==> src/rtl/px_pkg.sv <==
// ---------------------------------------------------------------------------
// px_pkg
// Shared types and constants for the pixel readout buffer.
//   PX_DATA_W / PX_N_COLS / PX_N_ROWS : default frame geometry
//   pixel_t                           : one pixel code
//   bank_state_t                      : occupancy of one ping-pong bank
//   stream_state_t                    : output streamer state
//   idxWidth()                        : index width that stays >= 1 bit
// ---------------------------------------------------------------------------
package px_pkg;

    localparam int PX_DATA_W = 8;
    localparam int PX_N_COLS = 3;
    localparam int PX_N_ROWS = 3;

    typedef logic [PX_DATA_W-1:0] pixel_t;

    typedef enum logic [1:0] {
        EMPTY   = 2'd0,
        FILLING = 2'd1,
        FULL    = 2'd2
    } bank_state_t;

    typedef enum logic {
        IDLE   = 1'b0,
        STREAM = 1'b1
    } stream_state_t;

    // A geometry of one row/column would give $clog2() == 0, which would
    // make an illegal zero-width index port, so clamp to one bit.
    function automatic int idxWidth(input int n);
        return (n > 1) ? $clog2(n) : 1;
    endfunction

endpackage

==> src/rtl/px_frame_bank.sv <==
// ---------------------------------------------------------------------------
// px_frame_bank
// One N_ROWS x N_COLS frame store. A whole row is written at once (one column
// bus word per row); a single pixel is read combinationally.
//   i_clk      : clock
//   i_we       : write enable for row i_wr_row
//   i_wr_row   : row being written
//   i_wr_data  : all column codes of that row, col 0 in LSBs
//   i_rd_row   : row of the pixel being read
//   i_rd_col   : column of the pixel being read
//   o_rd_data  : selected pixel code
// ---------------------------------------------------------------------------
module px_frame_bank
    import px_pkg::*;
#(
    parameter int DATA_W = PX_DATA_W,
    parameter int N_COLS = PX_N_COLS,
    parameter int N_ROWS = PX_N_ROWS
) (
    input  logic                          i_clk,
    input  logic                          i_we,
    input  logic [idxWidth(N_ROWS)-1:0]   i_wr_row,
    input  logic [N_COLS*DATA_W-1:0]      i_wr_data,
    input  logic [idxWidth(N_ROWS)-1:0]   i_rd_row,
    input  logic [idxWidth(N_COLS)-1:0]   i_rd_col,
    output logic [DATA_W-1:0]             o_rd_data
);

    localparam int CW = idxWidth(N_COLS);

    logic [N_COLS*DATA_W-1:0] r_mem [N_ROWS];
    logic [N_COLS*DATA_W-1:0] w_rd_row;

    // Storage is deliberately not reset: a frame is only ever read after
    // every row of it has been written, so stale contents are never seen.
    always_ff @(posedge i_clk) begin
        if (i_we) begin
            r_mem[i_wr_row] <= i_wr_data;
        end
    end

    assign w_rd_row = r_mem[i_rd_row];

    // Column select written as a compare loop so the index never has to be
    // multiplied up into a variable part-select base.
    always_comb begin
        o_rd_data = '0;
        for (int c = 0; c < N_COLS; c++) begin
            if (i_rd_col == CW'(c)) begin
                o_rd_data = w_rd_row[c*DATA_W +: DATA_W];
            end
        end
    end

endmodule

==> src/rtl/px_readout_buffer.sv <==
// ---------------------------------------------------------------------------
// px_readout_buffer
// Captures rows from the pixel array column buses into a ping-pong pair of
// frame banks and streams finished frames out in raster order.
//   i_clk        : clock, all state changes on posedge
//   i_rst_n      : asynchronous active-low reset
//   i_read       : readout strobe, column buses valid while high
//   i_row_sel    : row currently being read
//   i_col_data   : column buses, col 0 in LSBs
//   o_out_data   : streamed pixel code (0 when not valid)
//   o_out_valid  : beat valid
//   i_out_ready  : downstream accepts when valid && ready
//   o_out_first  : beat is pixel (0,0)
//   o_out_last   : beat is the final pixel of the frame
//   o_overrun    : sticky, a frame was dropped because both banks were busy
// ---------------------------------------------------------------------------
module px_readout_buffer
    import px_pkg::*;
#(
    parameter int DATA_W = PX_DATA_W,
    parameter int N_COLS = PX_N_COLS,
    parameter int N_ROWS = PX_N_ROWS
) (
    input  logic                          i_clk,
    input  logic                          i_rst_n,
    input  logic                          i_read,
    input  logic [idxWidth(N_ROWS)-1:0]   i_row_sel,
    input  logic [N_COLS*DATA_W-1:0]      i_col_data,
    output logic [DATA_W-1:0]             o_out_data,
    output logic                          o_out_valid,
    input  logic                          i_out_ready,
    output logic                          o_out_first,
    output logic                          o_out_last,
    output logic                          o_overrun
);

    localparam int              RW           = idxWidth(N_ROWS);
    localparam int              CW           = idxWidth(N_COLS);
    localparam logic [RW-1:0]   LAST_ROW     = RW'(N_ROWS - 1);
    localparam logic [CW-1:0]   LAST_COL     = CW'(N_COLS - 1);
    localparam logic            SINGLE_PIXEL = (N_ROWS * N_COLS == 1);

    // Write side
    logic                r_read_q;
    logic [RW-1:0]       r_row_sel_q;
    logic [N_ROWS-1:0]   r_row_done;
    logic                r_dropping;
    logic                r_wr_bank;
    logic                r_overrun;
    bank_state_t         r_bank_state [2];

    // Read side
    stream_state_t       r_state;
    logic                r_rd_bank;
    logic [RW-1:0]       r_rd_row;
    logic [CW-1:0]       r_rd_col;
    logic                r_valid;
    logic                r_first;
    logic                r_last;

    logic                w_wr_full;
    logic                w_rise;
    logic                w_fall;
    logic                w_commit;
    logic                w_capture;
    logic                w_accept;
    logic                w_beat_last;
    logic                w_release;
    logic                w_other_full;
    logic [RW-1:0]       w_next_row;
    logic [CW-1:0]       w_next_col;
    logic                w_next_last;
    logic [DATA_W-1:0]   w_bank0_data;
    logic [DATA_W-1:0]   w_bank1_data;

    assign w_wr_full    = (r_bank_state[r_wr_bank] == FULL);
    assign w_rise       = i_read && !r_read_q;
    assign w_fall       = !i_read && r_read_q;
    assign w_commit     = &r_row_done;
    // No write during the commit cycle: the bank being sealed must not change.
    assign w_capture    = i_read && !w_wr_full && !r_dropping && !w_commit;
    assign w_accept     = r_valid && i_out_ready;
    assign w_beat_last  = (r_rd_row == LAST_ROW) && (r_rd_col == LAST_COL);
    assign w_release    = w_accept && w_beat_last;
    assign w_other_full = (r_bank_state[~r_rd_bank] == FULL);

    // Raster successor of the current read position.
    always_comb begin
        w_next_row = r_rd_row;
        w_next_col = r_rd_col + 1'b1;
        if (r_rd_col == LAST_COL) begin
            w_next_col = '0;
            w_next_row = r_rd_row + 1'b1;
        end
    end

    assign w_next_last = (w_next_row == LAST_ROW) && (w_next_col == LAST_COL);

    px_frame_bank #(
        .DATA_W (DATA_W),
        .N_COLS (N_COLS),
        .N_ROWS (N_ROWS)
    ) u_bank0 (
        .i_clk     (i_clk),
        .i_we      (w_capture && !r_wr_bank),
        .i_wr_row  (i_row_sel),
        .i_wr_data (i_col_data),
        .i_rd_row  (r_rd_row),
        .i_rd_col  (r_rd_col),
        .o_rd_data (w_bank0_data)
    );

    px_frame_bank #(
        .DATA_W (DATA_W),
        .N_COLS (N_COLS),
        .N_ROWS (N_ROWS)
    ) u_bank1 (
        .i_clk     (i_clk),
        .i_we      (w_capture && r_wr_bank),
        .i_wr_row  (i_row_sel),
        .i_wr_data (i_col_data),
        .i_rd_row  (r_rd_row),
        .i_rd_col  (r_rd_col),
        .o_rd_data (w_bank1_data)
    );

    // Write-side bookkeeping: row completion mask, frame commit, drop mode
    // and the occupancy of both banks. Bank occupancy lives here alone so
    // that commit (write side) and release (read side) can land in the same
    // cycle; they always target different banks because only a FULL bank
    // is released and only a non-FULL bank is committed.
    // A dropped frame still tracks its row mask so that the drop ends at the
    // frame boundary rather than halfway through a frame.
    always_ff @(posedge i_clk or negedge i_rst_n) begin
        if (!i_rst_n) begin
            r_read_q        <= 1'b0;
            r_row_sel_q     <= '0;
            r_row_done      <= '0;
            r_dropping      <= 1'b0;
            r_wr_bank       <= 1'b0;
            r_overrun       <= 1'b0;
            r_bank_state[0] <= EMPTY;
            r_bank_state[1] <= EMPTY;
        end else begin
            r_read_q <= i_read;
            if (i_read) begin
                r_row_sel_q <= i_row_sel;
            end

            if (w_commit) begin
                r_row_done <= '0;
                r_dropping <= 1'b0;
                if (!r_dropping) begin
                    r_bank_state[r_wr_bank] <= FULL;
                    r_wr_bank               <= ~r_wr_bank;
                end
            end else if (w_fall) begin
                r_row_done[r_row_sel_q] <= 1'b1;
            end

            if (w_rise && w_wr_full) begin
                r_dropping <= 1'b1;
                r_overrun  <= 1'b1;
            end

            if (w_capture && (r_bank_state[r_wr_bank] == EMPTY)) begin
                r_bank_state[r_wr_bank] <= FILLING;
            end

            if (w_release) begin
                r_bank_state[r_rd_bank] <= EMPTY;
            end
        end
    end

    // Output streamer. Valid/first/last are registered and only advance on
    // an accepted beat, so out_ready never reaches out_valid combinationally
    // and everything is held steady during a stall. When the other bank is
    // already FULL at the final beat, it is picked up with no idle cycle.
    always_ff @(posedge i_clk or negedge i_rst_n) begin
        if (!i_rst_n) begin
            r_state   <= IDLE;
            r_rd_bank <= 1'b0;
            r_rd_row  <= '0;
            r_rd_col  <= '0;
            r_valid   <= 1'b0;
            r_first   <= 1'b0;
            r_last    <= 1'b0;
        end else begin
            case (r_state)
                IDLE: begin
                    if (r_bank_state[r_rd_bank] == FULL) begin
                        r_state  <= STREAM;
                        r_rd_row <= '0;
                        r_rd_col <= '0;
                        r_valid  <= 1'b1;
                        r_first  <= 1'b1;
                        r_last   <= SINGLE_PIXEL;
                    end
                end
                STREAM: begin
                    if (w_accept) begin
                        if (w_beat_last) begin
                            r_rd_bank <= ~r_rd_bank;
                            r_rd_row  <= '0;
                            r_rd_col  <= '0;
                            if (w_other_full) begin
                                r_first <= 1'b1;
                                r_last  <= SINGLE_PIXEL;
                            end else begin
                                r_state <= IDLE;
                                r_valid <= 1'b0;
                                r_first <= 1'b0;
                                r_last  <= 1'b0;
                            end
                        end else begin
                            r_rd_row <= w_next_row;
                            r_rd_col <= w_next_col;
                            r_first  <= 1'b0;
                            r_last   <= w_next_last;
                        end
                    end
                end
                default: begin
                    r_state <= IDLE;
                    r_valid <= 1'b0;
                end
            endcase
        end
    end

    assign o_out_data  = r_valid ? (r_rd_bank ? w_bank1_data : w_bank0_data) : '0;
    assign o_out_valid = r_valid;
    assign o_out_first = r_first;
    assign o_out_last  = r_last;
    assign o_overrun   = r_overrun;

endmodule
==> config.mk <==
export PLATFORM = sky130hd
export DESIGN_NAME = px_readout_buffer
export DESIGN_NICKNAME = d
export VERILOG_FILES = /design/src/rtl/px_pkg.sv /design/src/rtl/px_frame_bank.sv /design/src/rtl/px_readout_buffer.sv
export SDC_FILE = /design/constraint.sdc
export NUM_CORES = 1
export LEC_CHECK = 0
export CAP_MARGIN = 10
export CORE_ASPECT_RATIO = 0.7
export CORE_MARGIN = 2
export CORE_UTILIZATION = 28
export CTS_BUF_LIST = sky130_fd_sc_hd__clkbuf_4
export CTS_CLUSTER_DIAMETER = 200
export CTS_CLUSTER_SIZE = 28
export DETAILED_ROUTE_END_ITERATION = 10
export SYNTH_ARGS = -nofsm -noshare
export SYNTH_HDL_FRONTEND = slang
export SYNTH_SLANG_ARGS = --single-unit
export TNS_END_PERCENT = 20
==> constraint.sdc <==
create_clock -name i_clk -period 4 [get_ports i_clk]
set_input_delay 0.8 -clock i_clk [delete_from_list [all_inputs] [get_ports i_clk]]
set_output_delay 0.8 -clock i_clk [all_outputs]
set_load 0.005 [all_outputs]
# Yosys cells after proc, flatten, opt, wreduce, memory -nomap -nowiden
# Memories as Yosys holds them, arrays and structs flattened.
# Index checks and enable logic that the tools add are counted.
[classes]
n_addsub = 2
magnitude_cmp = 7
eq_ne = 12
muxes = 61
bitwise_logic = 16
n_reduce_logical = 31
[ops]
columns = ["op", "count"]
rows = [
  ["8-bit two-way mux", 8],
  ["2-bit two-way mux", 18],
  ["1-bit two-way mux", 20],
  ["1-bit logical AND", 16],
  ["4-bit two-way mux", 4],
  ["2-bit == test (second input constant)", 7],
  ["1-bit one-hot mux with 2 select lines", 4],
  ["2-bit one-hot mux with 2 select lines", 2],
  ["4-bit AND reduction", 2],
  ["2-bit >= comparator (second input constant)", 3],
  ["1-bit zero test", 6],
  ["3-bit two-way mux", 2],
  ["1-bit inverter with 2-bit output", 3],
  ["3-bit AND reduction", 2],
  ["2-bit by 1-bit adder with 2-bit output (second input constant)", 2],
  ["2-bit AND", 2],
  ["4-bit AND", 1],
  ["2-bit demux with 1-bit select", 2],
  ["2-bit zero test", 2],
  ["2-bit by 1-bit < comparator with 1-bit output (second input constant)", 2],
  ["2-bit by 1-bit inequality test with 1-bit output (second input constant)", 2],
  ["2-bit inequality test (second input constant)", 2],
  ["1-bit inverter", 4],
  ["2-bit inverter", 2],
  ["other kinds (9)", 11],
]
[totals]
regBits = 22
mem_bits_rw = 144
out_inout_bits = 12
word_cells = 146
n_memories = 2
[mem_list]
columns = ["memory", "depth", "word_bits", "rd", "rd_clocked_by_memory_dff", "write_ports", "line_no", "source"]
rows = [
  ["u_bank0.r_mem", 3, 24, 1, 0, 1, "px_frame_bank.sv:31", "logic [N_COLS*DATA_W-1:0] r_mem [N_ROWS];"],
  ["u_bank1.r_mem", 3, 24, 1, 0, 1, "px_frame_bank.sv:31", ""],
]

# Logic depth before layout (Yosys ltp)
# Gate-level depths: netlist of run 1.
[logic_depth]
word_depth = 13
ltp_mapped = 8
depth_no_buf = 5

# Hierarchy
# Synthesis of run 1 repeated with hierarchy kept, for this count alone.
[hier_totals]
cells_unflattened = 426
hier_area_um2 = 7176.9
[by_module_without_submodules]
columns = ["module", "n_inst", "cells_each", "area_each_um2", "seq_area_each_um2"]
rows = [
  ["px_frame_bank", 2, 156, 2996.6, 2162.1],
  ["px_readout_buffer", 1, 114, 1183.6, 550.5],
]

# Worst setup path after synthesis of run 1
# Ideal clock, no wire load.
[synth_path]
path_kind = "input to register"
start = "in i_read"
end = "mem u_bank1.r_mem[0][0] in the netlist's numbering, enable pin"
setup_ps = 435
arrival_time_ps = 2861
required_ps = 3565
slack_ps = 703
path_stages = 3
n_path_buf = 0
path_cell_list = "nor2b_1 -> nand4_1 -> nor3_1"
[synth_between]
elab_chain_len = 6
[synth_rtl]
columns = ["item", "line_no", "source"]
rows = [
  ["start: declaration", "px_readout_buffer.sv:26", "input logic i_read,"],
  ["1-bit logical AND (3 in series)", "px_readout_buffer.sv:81", "assign w_capture = i_read && !w_wr_full && !r_dropping && !w_commit;"],
  ["1-bit logical AND", "px_readout_buffer.sv:119", ".i_we (w_capture && r_wr_bank),"],
  ["1-bit two-way mux", "px_frame_bank.sv:37", "if (i_we) begin"],
  ["1-bit two-way mux (not written as such)", "px_frame_bank.sv:38", "r_mem[i_wr_row] <= i_wr_data;"],
  ["end: declaration", "px_frame_bank.sv:31", ""],
]
# Every way passes these cells.

# Final worst setup path of run 1
[layout_path]
start = "reg r_rd_col[1]"
end = "out o_out_data[4]"
[layout_between]
elab_chain_len = 6
word_cells_on_any_way = 11
[layout_rtl]
columns = ["item", "line_no", "source"]
rows = [
  ["start: declaration", "px_readout_buffer.sv:56", "logic [CW-1:0] r_rd_col;"],
  ["start signal: assignment", "px_readout_buffer.sv:218", "r_rd_col <= w_next_col;"],
  ["2-bit zero test", "px_frame_bank.sv:49", "if (i_rd_col == CW'(c)) begin"],
  ["8-bit two-way mux (3 in series)", "px_frame_bank.sv:49", ""],
  ["8-bit two-way mux (*) (2 in series)", "px_readout_buffer.sv:232", "assign o_out_data = r_valid ? (r_rd_bank ? w_bank1_data : w_bank0_data) : '0;"],
  ["end: declaration", "px_readout_buffer.sv:29", "output logic [DATA_W-1:0] o_out_data,"],
]
# Every way passes the cells marked *; elsewhere a longest branch is shown, timed or not.

==> implementation parameters, run 1 <==
Parameter                              Value

Yosys
  Primary flip-flop cell chosen by synthesis mapping    edfxtp_1
  Seq cells post-synth    166
  Total of warnings raised by yosys    0
  Post-synth ARST share    13.3%
  Mean instance size in the synthesized netlist    15.7 sq um
  Number of distinct library cells after synthesis    54
  Net Count, Synth    466
  Cells after Synth    435
  Seq/Total Area, Yosys    approximately 70%
  Mapped cell area    6810 sq um
  Number of synthesized flops with an enable pin    144

Pwr
  Worst voltage drop across the vdd grid    181 uV
  Power Dens Cells    545 nW/um^2
  Leakage power    0.00253 uW

Route
  Remaining number of nets flagged by the antenna check after routing    0
  DR vias    between 3,000 and 4,000
  Initial detailed-routing violation count    370
  Aggregate routed wire length    15,300 microns
  1st-pass router iterations    5
  Routed wire per std cell    18.7 microns
  DRC violation count after routing    0
  Post-DR vias/cell    4.77

Global routing
  Initial antenna violation count    1
  Total routing usage reported by global routing    12.3%
  Number of global-route vias before repair    4,035
  GR Overflow Total    0
  Largest net degree at the start of global routing    25
  First-pass GRT wire length    between 20,000 and 25,000 microns

Worst setup path
  Slowest stage cell, crit path    dfrtp_1
  Slowest cell delay on critical path    ~0.6 ns
  Worst endpoint data arrival time    3.01 ns
  Source of the critical timing path    r_rd_col[1]$_DFFE_PN0P_
  FF-to-FF path depth    5
  Critical path endpoint category    output pin
  Critical Path Fanout Max    14
  Family of cells with the greatest summed delay on the critical path    compound AO/OA/AOI/OAI gates
  Sequence of cells on the critical path    or2_1 -> o32ai_1 -> o41ai_1 -> a31oi_1 -> clkdlybuf4s50_1
  Number of buffers and inverters on the critical path    1
  Worst reg2reg path endpoint    o_out_valid$_DFFE_PN0P_
  Startpoint of the most critical register-to-register path    r_rd_bank$_DFFE_PN0P_
  Critical path type    register to output pin
  Register-to-register setup slack    1.86 ns
  Required time at the endpoint of the critical path    approximately 3.2 ns
  CP startpoint kind    register

Cells and area
  Nets    ~520
  Ratio of cells with drive above 1 in the final layout    15.7%
  Final std cells w/o fill    around 800
  Number of fillers in the final layout    2,332
  Most common cell after layout, fill and taps aside    edfxtp_1
  Top library cells by usage in the layout, fill and taps aside    edfxtp_1, mux2i_1, clkdlybuf4s50_1
  Synthesis-to-finish area growth    15.9%

Hold path
  Hold Startpoint    o_overrun$_DFFE_PN0P_
  Hold-critical path depth    1
  Hold Crit Endpoint    o_overrun$_DFFE_PN0P_
  HP Class    register to register

Floorplanning
  Die H    134 microns
  Width of the die    190 microns
  I/O pin count    42
  Starting utilization of the core area    28.7%
  Die area    25,600 sq um
  Number of rows in the core area    47
  Core region area    between 20,000 and 25,000 sq um

CTS
  Number of hold buffers added after cts    0
  CTS clock-pin slew for the worst setup and hold paths    0.13 ns
  TritonCTS clock tree    built
  H-Tree Depth    4
  Post-CTS Setup Inserts    0
  Resize count post-CTS    1
  Number of CTS-inserted buffers    17
  Master cell of the clock root buffer    clkbuf_4
  Buffers from clock root to sink, at most    2
  Clk sink count    166
  Clock insertion delay at the later pin of the skew report    0.54 ns

Place
  Hpwl dp    ~10000 microns
  Count of port buffers added during placement    41
  Placed cell count    784
  GPL Wtd Cong    0.796

STA
  Finish-stage setup viols    0
  RSZ-0062 raised after global routing    no
  Fmax    262 MHz
  Slew at the pin closest to its max-slew limit    1.04 ns
  Final total negative setup slack    0 ns
  Final worst-path cycle share    a little over nine tenths
  Minimum period implied by the final worst setup slack    3.81 ns
  Worst clock skew    0.0168 ns
  Worst relative slew slack    30.7%
  Final number of hold-violating endpoints    0
  Final slew viol count    0

Status
  Status    finished clean

Flow run
  Maximum Capacitance Violations    0
-- routing by layer --
layer  vias to the layer above  track usage (%)  routed length [microns]
li1                       1810                -                        -
met1                      1952             17.0                     7340
met2                       114             18.9                     6850
met3                        16             3.40                      854
met4                         0             4.09                      223
met5                         -                0                        0
-- area by class of cell --
class / instances / area (sq um) / share of cell area, %
timing repair buffer: 58 / 538 / 6.82
clock buffer: 21 / 158 / 2.00
tap: 318 / 398 / 5.04
antenna: 1 / 2.50 / 0.0317
sequential: 166 / 4880 / 61.8
multi-input combinational: 237 / 1810 / 23.0
clock inverter: 10 / 83.8 / 1.06
inverter: 5 / 18.8 / 0.238
-- cell usage after synthesis (4+ instances only) --
master,instances,share of area (%)
mux2i_1,41,6.0
edfxtp_1,144,64
a211oi_1,8,0.88
mux2_2,18,3.0
inv_1,5,0.28
o221ai_1,6,0.77
a221oi_1,6,0.77
and3_1,5,0.46
nand2_1,17,0.94
nor2_1,15,0.83
clkbuf_1,14,0.77
a22oi_1,4,0.44
nor3_1,10,0.74
dfrtp_1,22,8.1
nand2b_1,12,1.1
buf_2,7,0.51
o21ai_0,17,1.2
nor2b_1,14,1.3
a21oi_1,6,0.44
nand3_1,4,0.29
-- worst max-delay path by stage --
stage,slack [ns],cells after the start,end
2_1_floorplan,0.70,3,u_bank1.r_mem[0][0]$_DFFE_PP_
3_3_place_gp,0.63,5,o_out_data[2]
3_5_place_dp,0.61,5,o_out_data[4]
4_1_cts,0.08,6,o_out_data[5]
5_1_grt,0.03,5,o_out_data[4]
6_report,0.19,5,o_out_data[4]
-- power breakdown --
part / total (uW) / internal, uW / switching, uW
clock: 865 / 325 / 540
combinational: 1350 / 671 / 679
sequential: 2080 / 1950 / 132
-- logic make-up after synthesis --
logic type / Yosys count / share of synthesized area (%)
buffers and inverters: 32 / 2.13
and+or+nand+nor: 92 / 7.31
muxes: 62 / 10.0
adders and majority gates: 1 / 0.184
DFF: 166 / 71.6
AOI/OAI and AO/OA: 80 / 8.51
xor gates and xnor gates: 2 / 0.257
-- registers in the layout, summed over array words and instances (netlist names), 2 cells and up --
signal / count
u_bank1.r_mem: 72
r_rd_col: 2
r_bank_state: 4
r_row_done: 3
r_rd_row: 2
r_row_sel_q: 2
u_bank0.r_mem: 72
-- metrics by stage --
step	setup WS, ns	total power (uW)	hold WS, ns	instance area, sq um	utilization (%)
after detailed placement	0.606	3480	0.461	7640	32.2
after global routing	0.0254	4530	0.522	7890	33.2
final	0.190	4300	0.482	7890	33.2
after CTS	0.0757	4340	0.492	7880	33.2
after global placement	0.627	3450	0.459	7640	32.2
after floorplan	0.703	2950	0.459	6810	-
Note: power is estimated with default switching activity, not from simulation.
==> inputs of run 2 (changes only) <==
GPL_TIMING_DRIVEN = 1   (was unset)
clock period = 4.42 ns   (was 4 ns; I/O delays follow)
==> run 2 against run 1 <==
Sequential share of layout area is 0.48 points lower. Design area up 0.73%. Utilization up 0.24 points.
==> implementation parameters, run 2 (same netlist as run 1, synthesis figures left out) <==
Parameter                              Value

Status
  Status    finished clean

Route
  DRC violation count after routing    0 (unchanged)
  Post-DR vias/cell    4.81 (+0.77%)
  Initial detailed-routing violation count    391 (+5.7%)
  DR vias    3,922 (+0.77%)
  1st-pass router iterations    4 (-1)
  Remaining number of nets flagged by the antenna check after routing    0 (unchanged)
  Routed wire per std cell    19.1 microns (+2.2%)
  Aggregate routed wire length    15,600 microns (+2.2%)

STA
  Final slew viol count    0 (unchanged)
  Final number of hold-violating endpoints    0 (unchanged)
  Final total negative setup slack    0 ns (unchanged)
  Worst clock skew    0.0141 ns (-0.00278 ns)
  Final worst-path cycle share    91.8%
  RSZ-0062 raised after global routing    no
  Minimum period implied by the final worst setup slack    4.06 ns
  Slew at the pin closest to its max-slew limit    1.06 ns (+0.0232 ns)
  Finish-stage setup viols    0 (unchanged)
  Worst relative slew slack    29.1% (-1.6 points)
  Fmax    between 200 and 250 MHz

Worst setup path
  FF-to-FF path depth    5 (unchanged)
  Critical path type    register to output pin
  Worst endpoint data arrival time    3.18 ns (+0.17 ns)
  Critical path endpoint category    output pin
  Register-to-register setup slack    2.16 ns (+0.30 ns)
  Critical Path Fanout Max    13 (-1)
  Required time at the endpoint of the critical path    3.54 ns (+0.34 ns)
  CP startpoint kind    register

Cells and area
  Utilization after layout    33.4% (+0.24 points)
  Most common cell after layout, fill and taps aside    edfxtp_1
  Multi-input combinational cell area    1810 sq um (-0.14%)
  Area occupied by registers    4880 sq um (about the same)
  Ratio of cells with drive above 1 in the final layout    15.5% (-0.20 points)
  Number of fillers in the final layout    2,315 (-0.73%)
  Nets    515 (-0.19%)
  Top library cells by usage in the layout, fill and taps aside    edfxtp_1, mux2i_1, clkdlybuf4s50_1
  Synthesis-to-finish area growth    16.7%
  Largest registers    u_bank0.r_mem x72, u_bank1.r_mem x72, r_bank_state x4

CTS
  Master cell of the clock root buffer    clkbuf_4
  H-Tree Depth    4 (unchanged)
  CTS clock-pin slew for the worst setup and hold paths    0.15 ns (+0.02 ns)
  TritonCTS clock tree    built
  Buffers from clock root to sink, at most    2 (unchanged)
  Number of CTS-inserted buffers    17 (unchanged)
  Number of hold buffers added after cts    0 (unchanged)
  Resize count post-CTS    0 (-1)
  Clk sink count    166 (unchanged)
  Post-CTS Setup Inserts    0 (unchanged)
  Clock insertion delay at the later pin of the skew report    0.59 ns (+0.05 ns)

Place
  Hpwl dp    10,400 microns (+4.1%)
  Count of port buffers added during placement    41 (unchanged)
  GPL Wtd Cong    0.799 (+0.36%)

Global routing
  Initial antenna violation count    1 (unchanged)
  Number of global-route vias before repair    4,033 (-0.050%)
  Total routing usage reported by global routing    12.7% (+0.38 points)
  GR Overflow Total    0 (unchanged)
  Largest net degree at the start of global routing    39 (+56%)
  First-pass GRT wire length    24,000 microns (+2.3%)

Pwr
  Logic pwr share    30.2% (-1.2 points)
  Relative contribution of sequential cells to total power    47.0% (-1.4 points)
  Portion of total power attributed to the clock network    22.8% (+2.7 points)
  Internal power consumption    2680 uW (-8.9%)
  Fraction of power spent switching nets    33.2% (+1.8 points)
  Switching power    1340 uW (-1.1%)
  Power Dens Cells    506 nW/um^2 (-7.2%)
  Worst voltage drop across the vdd grid    244 uV (+35%)
  Leakage power    0.00256 uW (+1.1%)

Hold path
  Hold-critical path depth    1 (unchanged)
  HP Class    register to register

Floorplanning
  I/O pin count    42 (unchanged)
  Starting utilization of the core area    28.7% (unchanged)
  Core region area    23,800 sq um (unchanged)
  Width of the die    190 microns (unchanged)
  Die area    25,600 sq um (unchanged)
  Number of rows in the core area    47 (unchanged)
  Die H    134 microns (unchanged)

Flow run
  Maximum Capacitance Violations    0 (unchanged)
## run 2: cell types whose count changed in the layout (fill, tap and decap cells not counted), moves of 2 or more
| cell | previous run | this run |
|---|---|---|
| clkinv_2 | 3 | 0 |
| inv_8 | 0 | 6 |
| clkinv_1 | 2 | 0 |
| dfrtp_2 | 3 | 1 |
| clkbuf_4 | 21 | 18 |
| dfrtp_1 | 19 | 21 |
| buf_4 | 17 | 15 |
| inv_6 | 0 | 2 |
## run 2: path summary, 6_finish.rpt
| check | from | to |
|---|---|---|
| setup / recovery | r_rd_col[0]$_DFFE_PN0P_ | o_out_data[2] |
| hold / removal | o_overrun$_DFFE_PN0P_ | o_overrun$_DFFE_PN0P_ |
| setup reg to reg | r_rd_bank$_DFFE_PN0P_ | o_out_valid$_DFFE_PN0P_ |
| hold reg to reg | o_overrun$_DFFE_PN0P_ | o_overrun$_DFFE_PN0P_ |
| max in group asynchronous | i_rst_n | r_rd_row[0]$_DFFE_PN0P_ |
| min in group asynchronous | i_rst_n | r_row_done[1]$_DFFE_PN0P_ |
## run 2: metrics by stage
stage	power, uW	instance area (sq um)	hold slack [ns]	setup WS (ns)	instances
2_1_floorplan	2670	6810	0.459	1.04	435
3_3_place_gp	3120	7640	0.473	1.03	783
3_5_place_dp	3140	7640	0.477	0.932	783
4_1_cts	4050	7940	0.511	0.261	815
5_1_grt	4220	7950	0.542	0.0972	816
6_report	4020	7950	0.504	0.361	816
## run 2: power groups by stage
stage | sequential, uW | clock (uW) | combinational (uW)
global route | 1900 | 1000 | 1320
detailed placement | 1920 | 0 | 1220
CTS | 1890 | 942 | 1220
floorplan | 1830 | 0 | 847
finish | 1890 | 917 | 1210
global placement | 1910 | 0 | 1200
## run 2: metal layers
metal	vias to the layer above	routed length [microns]	track usage, %
met5	-	0	0
met4	0	345	5.30
met3	29	898	2.73
met2	130	6810	18.7
met1	1946	7540	18.3
li1	1817	-	-
## run 2: cell type report
| type | count | area share (%) |
|---|---|---|
| clock inverter | 14 | 2.06 |
| multi-input combinational | 237 | 22.8 |
| inverter | 5 | 0.236 |
| timing repair buffer | 57 | 6.83 |
| sequential | 166 | 61.4 |
| tap | 318 | 5.01 |
| clock buffer | 18 | 1.70 |
| antenna | 1 | 0.0315 |
## run 2: critical path: stages (launching register included)
cell and delay, ns:
dfrtp_1 0.65, nor3b_1 0.72, a221oi_1 0.21, a221oi_1 0.44
clkdlybuf4s50_1 0.58
==> inputs of run 3 (changes only) <==
CELL_PAD_IN_SITES_DETAIL_PLACEMENT = 1   (was unset)
CELL_PAD_IN_SITES_GLOBAL_PLACEMENT = 2   (was unset)
PLACE_DENSITY_LB_ADDON = 0.1   (was unset)
clock period = 3.5 ns   (was 4.42 ns; I/O delays follow)
==> run 3 against run 2 <==
Clock skew grew 0.0014 ns. Final cell count is 2.9% higher. First-iteration DRC count decreased by 36%. Global-route usage is 2.6 points higher. Non-clock buffer count up 27. Die area unchanged. Worst setup slack worse by 0.30 ns. Wire length rose by 19%. Critical path depth rose by 2. Sequential power up 23%. Critical path type unchanged.
==> implementation parameters, run 3 (same netlist as run 1, synthesis figures left out) <==
Parameter                              Value

Route
  DR vias    4,028 (+2.7%)
  1st-pass router iterations    7 (+3)
  Post-DR vias/cell    4.80 (-0.23%)
  Initial detailed-routing violation count    250 (-36%)
  Aggregate routed wire length    18,600 microns (+19%)
  Remaining number of nets flagged by the antenna check after routing    0 (unchanged)
  DRC violation count after routing    0 (unchanged)
  Routed wire per std cell    22.2 microns (+16%)

Cells and area
  Synthesis-to-finish area growth    20.9%
  Ratio of cells with drive above 1 in the final layout    21.5% (+6.0 points)
  Nets    542 (+5.2%)
  Most common cell after layout, fill and taps aside    edfxtp_1
  Largest registers    u_bank0.r_mem x72, u_bank1.r_mem x72, r_bank_state x4
  Utilization after layout    34.6% (+1.2 points)
  Number of fillers in the final layout    2,507 (+8.3%)
  Top library cells by usage in the layout, fill and taps aside    edfxtp_1, mux2i_1, clkdlybuf4s50_1

Worst setup path
  Sequence of cells on the critical path    buf_6 -> mux4_2 -> mux2_2 -> a221o_1 -> and3_4 -> dlygate4sd2_1
  CP startpoint kind    register
  Critical path endpoint category    output pin
  Critical path type    register to output pin
  Number of buffers and inverters on the critical path    2 (+1)
  Slowest cell delay on critical path    0.50 ns (-0.22 ns)
  FF-to-FF path depth    5 (unchanged)
  Slowest stage cell, crit path    mux4_2
  Worst reg2reg path endpoint    o_out_valid$_DFFE_PN0P_
  Required time at the endpoint of the critical path    2.80 ns (-0.74 ns)
  Startpoint of the most critical register-to-register path    r_rd_bank$_DFFE_PN0P_
  Worst endpoint data arrival time    2.74 ns (-0.44 ns)
  Family of cells with the greatest summed delay on the critical path    multiplexers
  Register-to-register setup slack    1.45 ns (-0.71 ns)
  Critical Path Fanout Max    4 (-9)

Floorplanning
  Die H    134 microns (unchanged)
  I/O pin count    42 (unchanged)
  Width of the die    190 microns (unchanged)
  Die area    25,600 sq um (unchanged)
  Starting utilization of the core area    28.7% (unchanged)
  Number of rows in the core area    47 (unchanged)
  Core region area    23,800 sq um (unchanged)

Flow run
  Maximum Capacitance Violations    0 (unchanged)

Pwr
  Logic pwr share    37.0% (+6.8 points)
  Relative contribution of sequential cells to total power    44.3% (-2.7 points)
  Leakage power    0.00272 uW (+6.3%)
  Power Dens Cells    639 nW/um^2 (+26%)
  Switching power    1710 uW (+28%)
  Portion of total power attributed to the clock network    18.8% (-4.0 points)
  Fraction of power spent switching nets    32.5% (-0.79 points)
  Worst voltage drop across the vdd grid    204 uV (-16%)
  Internal power consumption    3560 uW (+33%)

STA
  RSZ-0062 raised after global routing    yes
  Final slew viol count    0 (unchanged)
  Final hold slack    0.473 ns (-0.0302 ns)
  Worst clock skew    0.0154 ns (+0.00137 ns)
  Finish-stage setup viols    0 (unchanged)
  Worst relative slew slack    69.0% (+40 points)
  Minimum period implied by the final worst setup slack    3.44 ns
  Fmax    291 MHz
  Final worst-path cycle share    98.2%
  Final number of hold-violating endpoints    0 (unchanged)
  Slew at the pin closest to its max-slew limit    0.460 ns (-0.600 ns)

Global routing
  Number of global-route vias before repair    4,301 (+6.6%)
  Initial antenna violation count    1 (unchanged)
  Total routing usage reported by global routing    15.3% (+2.6 points)
  Largest net degree at the start of global routing    25 (-36%)
  GR Overflow Total    0 (unchanged)
  First-pass GRT wire length    28,000 microns (+17%)

Hold path
  HP Class    input pin to asynchronous set/reset pin

CTS
  TritonCTS clock tree    built
  Buffers from clock root to sink, at most    2 (unchanged)
  Clock insertion delay at the later pin of the skew report    0.57 ns (-0.02 ns)
  Master cell of the clock root buffer    clkbuf_4
  H-Tree Depth    4 (unchanged)
  Number of hold buffers added after cts    0 (unchanged)
  Clk sink count    166 (unchanged)
  Number of CTS-inserted buffers    17 (unchanged)
  CTS clock-pin slew for the worst setup and hold paths    0.13 ns (-0.02 ns)

Place
  GPL Wtd Cong    0.714 (-11%)
  Hpwl dp    12,000 microns (+16%)
  Count of port buffers added during placement    41 (unchanged)

Status
  Status    finished clean
-- run 3: how the worst max path moves through the flow --
stage | slack (ns) | end | cells after the start | start
floorplan | 0.30 | u_bank1.r_mem[0][0]$_DFFE_PP_ | 3 | i_read
global placement | 0.39 | o_out_data[5] | 7 | r_rd_col[1]$_DFFE_PN0P_
detailed placement | 0.37 | o_out_data[1] | 7 | r_rd_col[0]$_DFFE_PN0P_
CTS | -0.04 | o_out_data[5] | 6 | r_rd_row[0]$_DFFE_PN0P_
global route | -0.07 | o_out_data[5] | 6 | r_rd_row[1]$_DFFE_PN0P_
finish | 0.06 | o_out_data[7] | 6 | r_rd_row[0]$_DFFE_PN0P_
-- run 3: through the flow --
| step | setup TNS [ns] | power [uW] | worst slack, ns | instance area [sq um] | std cells |
|---|---|---|---|---|---|
| 2_1_floorplan | 0 | 3370 | 0.303 | 6810 | 435 |
| 3_3_place_gp | 0 | 4100 | 0.393 | 7780 | 795 |
| 3_5_place_dp | 0 | 4130 | 0.366 | 7780 | 795 |
| 4_1_cts | -0.0711 | 5210 | -0.0419 | 8090 | 828 |
| 5_1_grt | -0.238 | 5570 | -0.0735 | 8230 | 840 |
| 6_report | 0 | 5260 | 0.0640 | 8230 | 840 |
-- run 3: power by group through the flow --
stage | combinational (uW) | clock (uW) | sequential (uW)
floorplan | 1070 | 0 | 2310
global placement | 1720 | 0 | 2380
detailed placement | 1750 | 0 | 2390
CTS | 1850 | 1030 | 2330
global route | 2110 | 1110 | 2350
finish | 1950 | 987 | 2330
-- run 3: routing by layer --
| layer | global-route usage (%) | wire (microns) | vias up |
|---|---|---|---|
| li1 | - | - | 1857 |
| met1 | 22.8 | 9810 | 2099 |
| met2 | 22.3 | 7980 | 62 |
| met3 | 4.03 | 644 | 10 |
| met4 | 3.62 | 176 | 0 |
| met5 | 0 | 0 | - |
-- run 3: what timing repair did --
| item | CTS | global route |
|---|---|---|
| endpoints found under the setup margin | 8 | 6 |
| buffers inserted | 4 | 11 |
| pin swaps | 1 | 0 |
| gates resized for setup | 20 | 15 |
-- run 3: cell type report --
type / count / area, sq um / area share (%)
Sequential cell: 166 / 4880 / 59.3
Timing Repair Buffer: 84 / 838 / 10.2
Inverter: 5 / 18.8 / 0.228
Antenna cell: 1 / 2.50 / 0.0304
Clock inverter: 9 / 63.8 / 0.775
Tap cell: 318 / 398 / 4.83
Clock buffer: 20 / 150 / 1.82
Multi-Input combinational cell: 237 / 1880 / 22.8
